## src/rtl/bcd_countdown_timer.sv

```systemverilog
// BCD hh:mm:ss countdown: loads saturated preset in state 0/1/2, counts down once per second in state 3, alarms at zero.
// Load latency 1 cycle; no backpressure. ALARM_BLINK_EN: alarm toggles every second while expired.
module bcd_countdown_timer #(
  parameter int TICKS_PER_SEC = 50000000
) (
  input  logic        clk,
  input  logic        reset,
  input  logic [3:0]  state,
  input  logic [23:0] controlledToggleSwitchBits,
  output logic [23:0] currentBits,
  output logic        running,
  output logic        alarm,
  output logic        secPulse
);

  localparam int PW = (TICKS_PER_SEC > 2) ? $clog2(TICKS_PER_SEC) : 1;
  localparam logic [PW-1:0] TERM = PW'(TICKS_PER_SEC - 1);

  typedef enum logic [1:0] {IDLE, RUN, EXPIRED} fsm_t;

  fsm_t          fsm, fsm_nxt;
  logic [PW-1:0] presc, presc_nxt;
  logic [23:0]   cur_nxt, dec;
  logic          alarm_nxt;
  logic          is_start, is_load;

  function automatic logic [23:0] saturate(input logic [23:0] p);
    logic [3:0] h1, h0, m1, m0, s1, s0, cap;
    h1  = (p[23:20] > 4'd1) ? 4'd1 : p[23:20];
    cap = (h1 == 4'd0) ? 4'd9 : 4'd2;
    h0  = (p[19:16] > cap) ? cap : p[19:16];
    m1  = (p[15:12] > 4'd5) ? 4'd5 : p[15:12];
    m0  = (p[11:8]  > 4'd9) ? 4'd9 : p[11:8];
    s1  = (p[7:4]   > 4'd5) ? 4'd5 : p[7:4];
    s0  = (p[3:0]   > 4'd9) ? 4'd9 : p[3:0];
    return {h1, h0, m1, m0, s1, s0};
  endfunction

  // Ripple borrow through the digits; hours behave as a plain two-digit decimal.
  function automatic logic [23:0] dec_sec(input logic [23:0] t);
    logic [23:0] r;
    logic        b;
    r = t;
    b = 1'b1;
    if (t != 24'h0) begin
      if (r[3:0] != 4'd0) begin r[3:0] = r[3:0] - 4'd1; b = 1'b0; end
      else r[3:0] = 4'd9;
      if (b) begin
        if (r[7:4] != 4'd0) begin r[7:4] = r[7:4] - 4'd1; b = 1'b0; end
        else r[7:4] = 4'd5;
      end
      if (b) begin
        if (r[11:8] != 4'd0) begin r[11:8] = r[11:8] - 4'd1; b = 1'b0; end
        else r[11:8] = 4'd9;
      end
      if (b) begin
        if (r[15:12] != 4'd0) begin r[15:12] = r[15:12] - 4'd1; b = 1'b0; end
        else r[15:12] = 4'd5;
      end
      if (b) begin
        if (r[19:16] != 4'd0) begin r[19:16] = r[19:16] - 4'd1; b = 1'b0; end
        else r[19:16] = 4'd9;
      end
      if (b) r[23:20] = r[23:20] - 4'd1;
    end
    return r;
  endfunction

  assign is_start = (state == 4'd3);
  assign is_load  = (state < 4'd3);
  assign dec      = dec_sec(currentBits);
  assign running  = (fsm == RUN);

`ifdef ALARM_BLINK_EN
  assign secPulse = ((fsm == RUN) || (fsm == EXPIRED)) && (presc == TERM);
`else
  assign secPulse = (fsm == RUN) && (presc == TERM);
`endif

  always_ff @(posedge clk or posedge reset) begin
    if (reset) fsm <= IDLE;
    else       fsm <= fsm_nxt;
  end

  always_comb begin
    fsm_nxt   = fsm;
    presc_nxt = '0;
    cur_nxt   = currentBits;
    alarm_nxt = 1'b0;
    // Leaving state 3 beats any same-cycle decrement.
    if (!is_start) begin
      fsm_nxt = IDLE;
      if (is_load) cur_nxt = saturate(controlledToggleSwitchBits);
    end else begin
      case (fsm)
        IDLE: begin
          if (currentBits == 24'h0) begin
            fsm_nxt   = EXPIRED;
            alarm_nxt = 1'b1;
          end else begin
            fsm_nxt = RUN;
          end
        end
        RUN: begin
          presc_nxt = secPulse ? '0 : presc + PW'(1);
          if (secPulse) begin
            cur_nxt = dec;
            if (dec == 24'h0) begin
              fsm_nxt   = EXPIRED;
              alarm_nxt = 1'b1;
            end
          end
        end
        EXPIRED: begin
          cur_nxt = 24'h0;
`ifdef ALARM_BLINK_EN
          presc_nxt = secPulse ? '0 : presc + PW'(1);
          alarm_nxt = secPulse ? ~alarm : alarm;
`else
          alarm_nxt = 1'b1;
`endif
        end
        default: fsm_nxt = IDLE;
      endcase
    end
  end

  always_ff @(posedge clk or posedge reset) begin
    if (reset) begin
      currentBits <= 24'h125959;
      presc       <= '0;
      alarm       <= 1'b0;
    end else begin
      currentBits <= cur_nxt;
      presc       <= presc_nxt;
      alarm       <= alarm_nxt;
    end
  end

endmodule
```

## config.mk

```make
export PLATFORM = sky130hd
export DESIGN_NAME = bcd_countdown_timer
export DESIGN_NICKNAME = d
export VERILOG_FILES = /design/src/rtl/bcd_countdown_timer.sv
export SDC_FILE = /design/constraint.sdc
export NUM_CORES = 1
export LEC_CHECK = 0
export ABC_AREA = 1
export CAP_MARGIN = 20
export CORE_ASPECT_RATIO = 0.8
export CORE_MARGIN = 2
export CORE_UTILIZATION = 55
export DETAILED_ROUTE_END_ITERATION = 12
export PLACE_DENSITY = 0.77
export SLEW_MARGIN = 10
export SYNTH_ARGS = -nofsm -noshare
export SYNTH_HDL_FRONTEND = slang
export SYNTH_SLANG_ARGS = --single-unit
export TNS_END_PERCENT = 20
```

## constraint.sdc

```tcl
create_clock -name clk -period 2.7 [get_ports clk]
set_input_delay 0.54 -clock clk [delete_from_list [all_inputs] [get_ports clk]]
set_output_delay 0.54 -clock clk [all_outputs]
set_load 0.005 [all_outputs]
```

==> flow_metrics.py <==
metrics = {
    "status": {
        "outcome": "completed",
    },
    "die": {
        "ios": 57,
        "die_w_um": 96.3,
        "die-area_um2": 7490,
        "fp-row-count": 26,
        "start_util_pct": 57.9,
        "die_height_um": 77.8,
        "core-area_um2": 6470,
    },
    "synthesis": {
        "synth-adder-area-share_pct": 2.67,
        "synth_area_per_cell_um2": 7.04,
        "asyncSetResetFlopFracSynth_pct": 100,
        "synth_top_flop_cell": "dfrtp_1",
        "synth_seq_area_share_pct": 35.7,
        "synth-edff-count": 0,
        "synth_top_family_by_area": "simple AND/OR/NAND/NOR gates",
        "ys.warnings.count": 0,
        "ys_ff_latch": 53,
        "syn_inst": 532,
        "yosys.area_share.simple_pct": 34.5,
        "syn-num-nets": 570,
        "synth_xor_area_share_pct": 2.34,
        "syn_area_um2": 3750,
        "synth_compound_area_share_pct": 14.6,
        "yosysUniqueCellTypes": 43,
        "muxShareOfSynthArea_pct": 0,
    },
    "timing": {
        "report.final.slew_viol_count": 0,
        "rsz0062_at_grt": "true",
        "finalCritPeriodShare_pct": 90.7,
        "finalSetupViolCount": 0,
        "whs_ns": 0.472,
        "max_slew_margin_pct": 54.8,
        "period_needed_ns": 2.45,
        "tightest_slew_ns": 0.678,
        "timing.fmax_mhz": 408,
        "hold_viol": 0,
        "clock_skew_ns": 0.00710,
    },
    "finish": {
        "drive_gt1_share_pct": 12.0,
        "diodes": 0,
        "areaGrowthSynthToFinish_pct": 19.9,
        "layout_common_cells": "124 x nand2_1, 72 x inv_1, 64 x nor2_1",
        "fillers": 540,
        "final_common_cell": "nand2_1",
        "final_nets": 627,
        "regArea_um2": 1340,
        "final_area_um2": 4490,
        "post-route-util_pct": 69.4,
        "multi_input_area_um2": 2050,
    },
    "global_route": {
        "grt_use_total_pct": 26.6,
        "grt_pass1_wl_mm": 15.8,
        "antenna_found_initial": 0,
        "grt_pass1_vias": 3350,
        "grt_max_degree": 54,
        "grt-ovfl-total": 0,
    },
    "detailed_routing": {
        "drc": 0,
        "drtIter0Drc": 344,
        "routed_via_density": 5.49,
        "vias": 3703,
        "avgRoutedWirePerCell_um": 13.7,
        "routed_wirelength_mm": 9.24,
        "final_antenna_net_count": 0,
        "first_pass_iters": 5,
    },
    "clock_network": {
        "cts_buffer_depth": 2,
        "root_buffer": "clkbuf_8",
        "htreeDepth": 2,
        "tritoncts": "yes",
        "clkSlewWorstSetupHoldPaths_ns": 0.10,
        "clock_latency_ns": 0.32,
        "cts_made_buffers": 5,
        "clock-sinks": 53,
    },
    "placed_design": {
        "dp_hpwl_mm": 6.97,
        "place_area_um2": 4370,
        "gp_congestion": 0.948,
        "port_buffers": 56,
    },
    "worst_setup_path": {
        "crit_fanout": 4,
        "cp.required_ns": 2.92,
        "worst-r2r-setup-slack_ns": 0.28,
        "critPathSlowestCell": "clkdlybuf4s50_1",
        "slowest_delay_ns": 0.41,
        "critPathKind": "input port to flop",
        "crit_path_start_kind": "input port",
        "worstPathCellList": "clkdlybuf4s50_1 > nor4_2 > buf_4 > inv_1 > ha_1 > inv_1 > nor2_1 > o21ai_0 > nand2_1 > nand2_1 > inv_1 > nand2_1 > o21ai_0 > o22ai_1 > nand2_1 > o21ai_0",
        "arrival_ns": 2.67,
        "timing.critical_path.mode_cell": "nand2_1",
        "critPathCaptureType": "flop",
    },
    "power_and_ir_drop": {
        "p_total_mw": 1.88,
        "pwr_density_cell_nw_per_um2": 418,
        "ir_drop_v": 0.000224,
        "p_leak_nw": 2.07,
    },
    "worst_hold_path": {
        "hold_class": "flop to flop",
    },
    "run": {
        "max-cap-violations": 0,
    },
}
## Yosys cell counts (3+ instances only)
library cell / number / area [um^2]
nand2_1: 124 / 465
inv_1: 73 / 274
nor2_1: 66 / 248
dfrtp_1: 43 / 1080
o21ai_0: 41 / 205
nand3_1: 29 / 145
a21oi_1: 21 / 105
nor3_1: 11 / 55.1
dfstp_2: 10 / 263
nor2_2: 10 / 62.6
nand2_2: 9 / 56.3
ha_1: 8 / 100
o22ai_1: 8 / 50.1
nand4_1: 7 / 43.8
xor2_1: 7 / 61.3
a31oi_1: 5 / 31.3
clkbuf_1: 5 / 18.8
inv_2: 5 / 18.8
o21a_1: 5 / 37.5
buf_6: 4 / 45.0
nor2_4: 4 / 45.0
nor4_1: 4 / 25.0
nor3b_1: 3 / 22.5
xnor2_1: 3 / 26.3
## cells by family after synthesis
kind of cell / count (synthesis)
fa+ha+maj: 8
buf+inv: 92
simple gates: 277
xor+xnor: 10
compound gates: 92
flops: 53
## what timing repair did
item,4_1_cts,5_1_grt
resized for setup,0,8
pin swaps,1,4
hold buffers,0,0
endpoints found under the setup margin,1,2
buffers inserted,1,0
## report_power, final
| group | internal (mW) | switching, mW | leakage (nW) | total [mW] |
|---|---|---|---|---|
| Sequential | 0.853 | 0.0647 | 0.695 | 0.917 |
| Combinational | 0.226 | 0.271 | 1.33 | 0.497 |
| Clock | 0.184 | 0.282 | 0.0374 | 0.465 |
| Total | 1.26 | 0.617 | 2.07 | 1.88 |
## routing by layer
metal | global-route usage, % | wire length, um | share of wire [%] | vias to the layer above
met2 | 37.6 | 3840 | 42 | 154
met4 | 7.00 | 108 | 1.2 | 0
li1 | - | - | - | 1829
met5 | 0 | 0 | 0 | -
met1 | 41.9 | 4560 | 49 | 1709
met3 | 3.79 | 730 | 7.9 | 11
## per-stage QoR
stage	setup TNS [ns]	cells	setup slack (ns)
6_report	0	674	0.252
5_1_grt	-0.0339	674	-0.0339
4_1_cts	0	674	0.0260
3_5_place_dp	-0.0827	665	-0.0566
3_3_place_gp	0	665	0.0665
2_1_floorplan	0	532	0.433
## critical path: cells and delay by family
family | cells | cell delay [ns]
buf+inv | 5 | 0.77
simple gates | 6 | 0.70
compound gates | 4 | 0.37
fa+ha+maj | 1 | 0.29
## worst paths after layout
path                                                     start              end  cells past startpoint
worst max-delay path            controlledToggleSwitchBits[23]  currentBits[17]                     16
worst min-delay path                                  presc[0]         presc[0]                      1
worst min register to register                        presc[0]         presc[0]                      1
min in group asynchronous                                reset  currentBits[23]                      3
worst max register to register                  currentBits[1]           fsm[0]                     15
max in group asynchronous                                reset           fsm[1]                      3
## sequential cells by signal (all words and copies together) (netlist names)
register	cells
alarm	1
currentBits	24
fsm	2
presc	26
## cell type report
type                       count  share of cell area [%]
tap                           84                    2.34
sequential                    53                    29.8
clock buffer                   6                    1.61
timing repair buffer          62                    13.5
clock inverter                 2                   0.334
inverter                      80                    6.68
multi-input combinational    387                    45.7
Note: power is estimated with default switching activity, not from simulation.
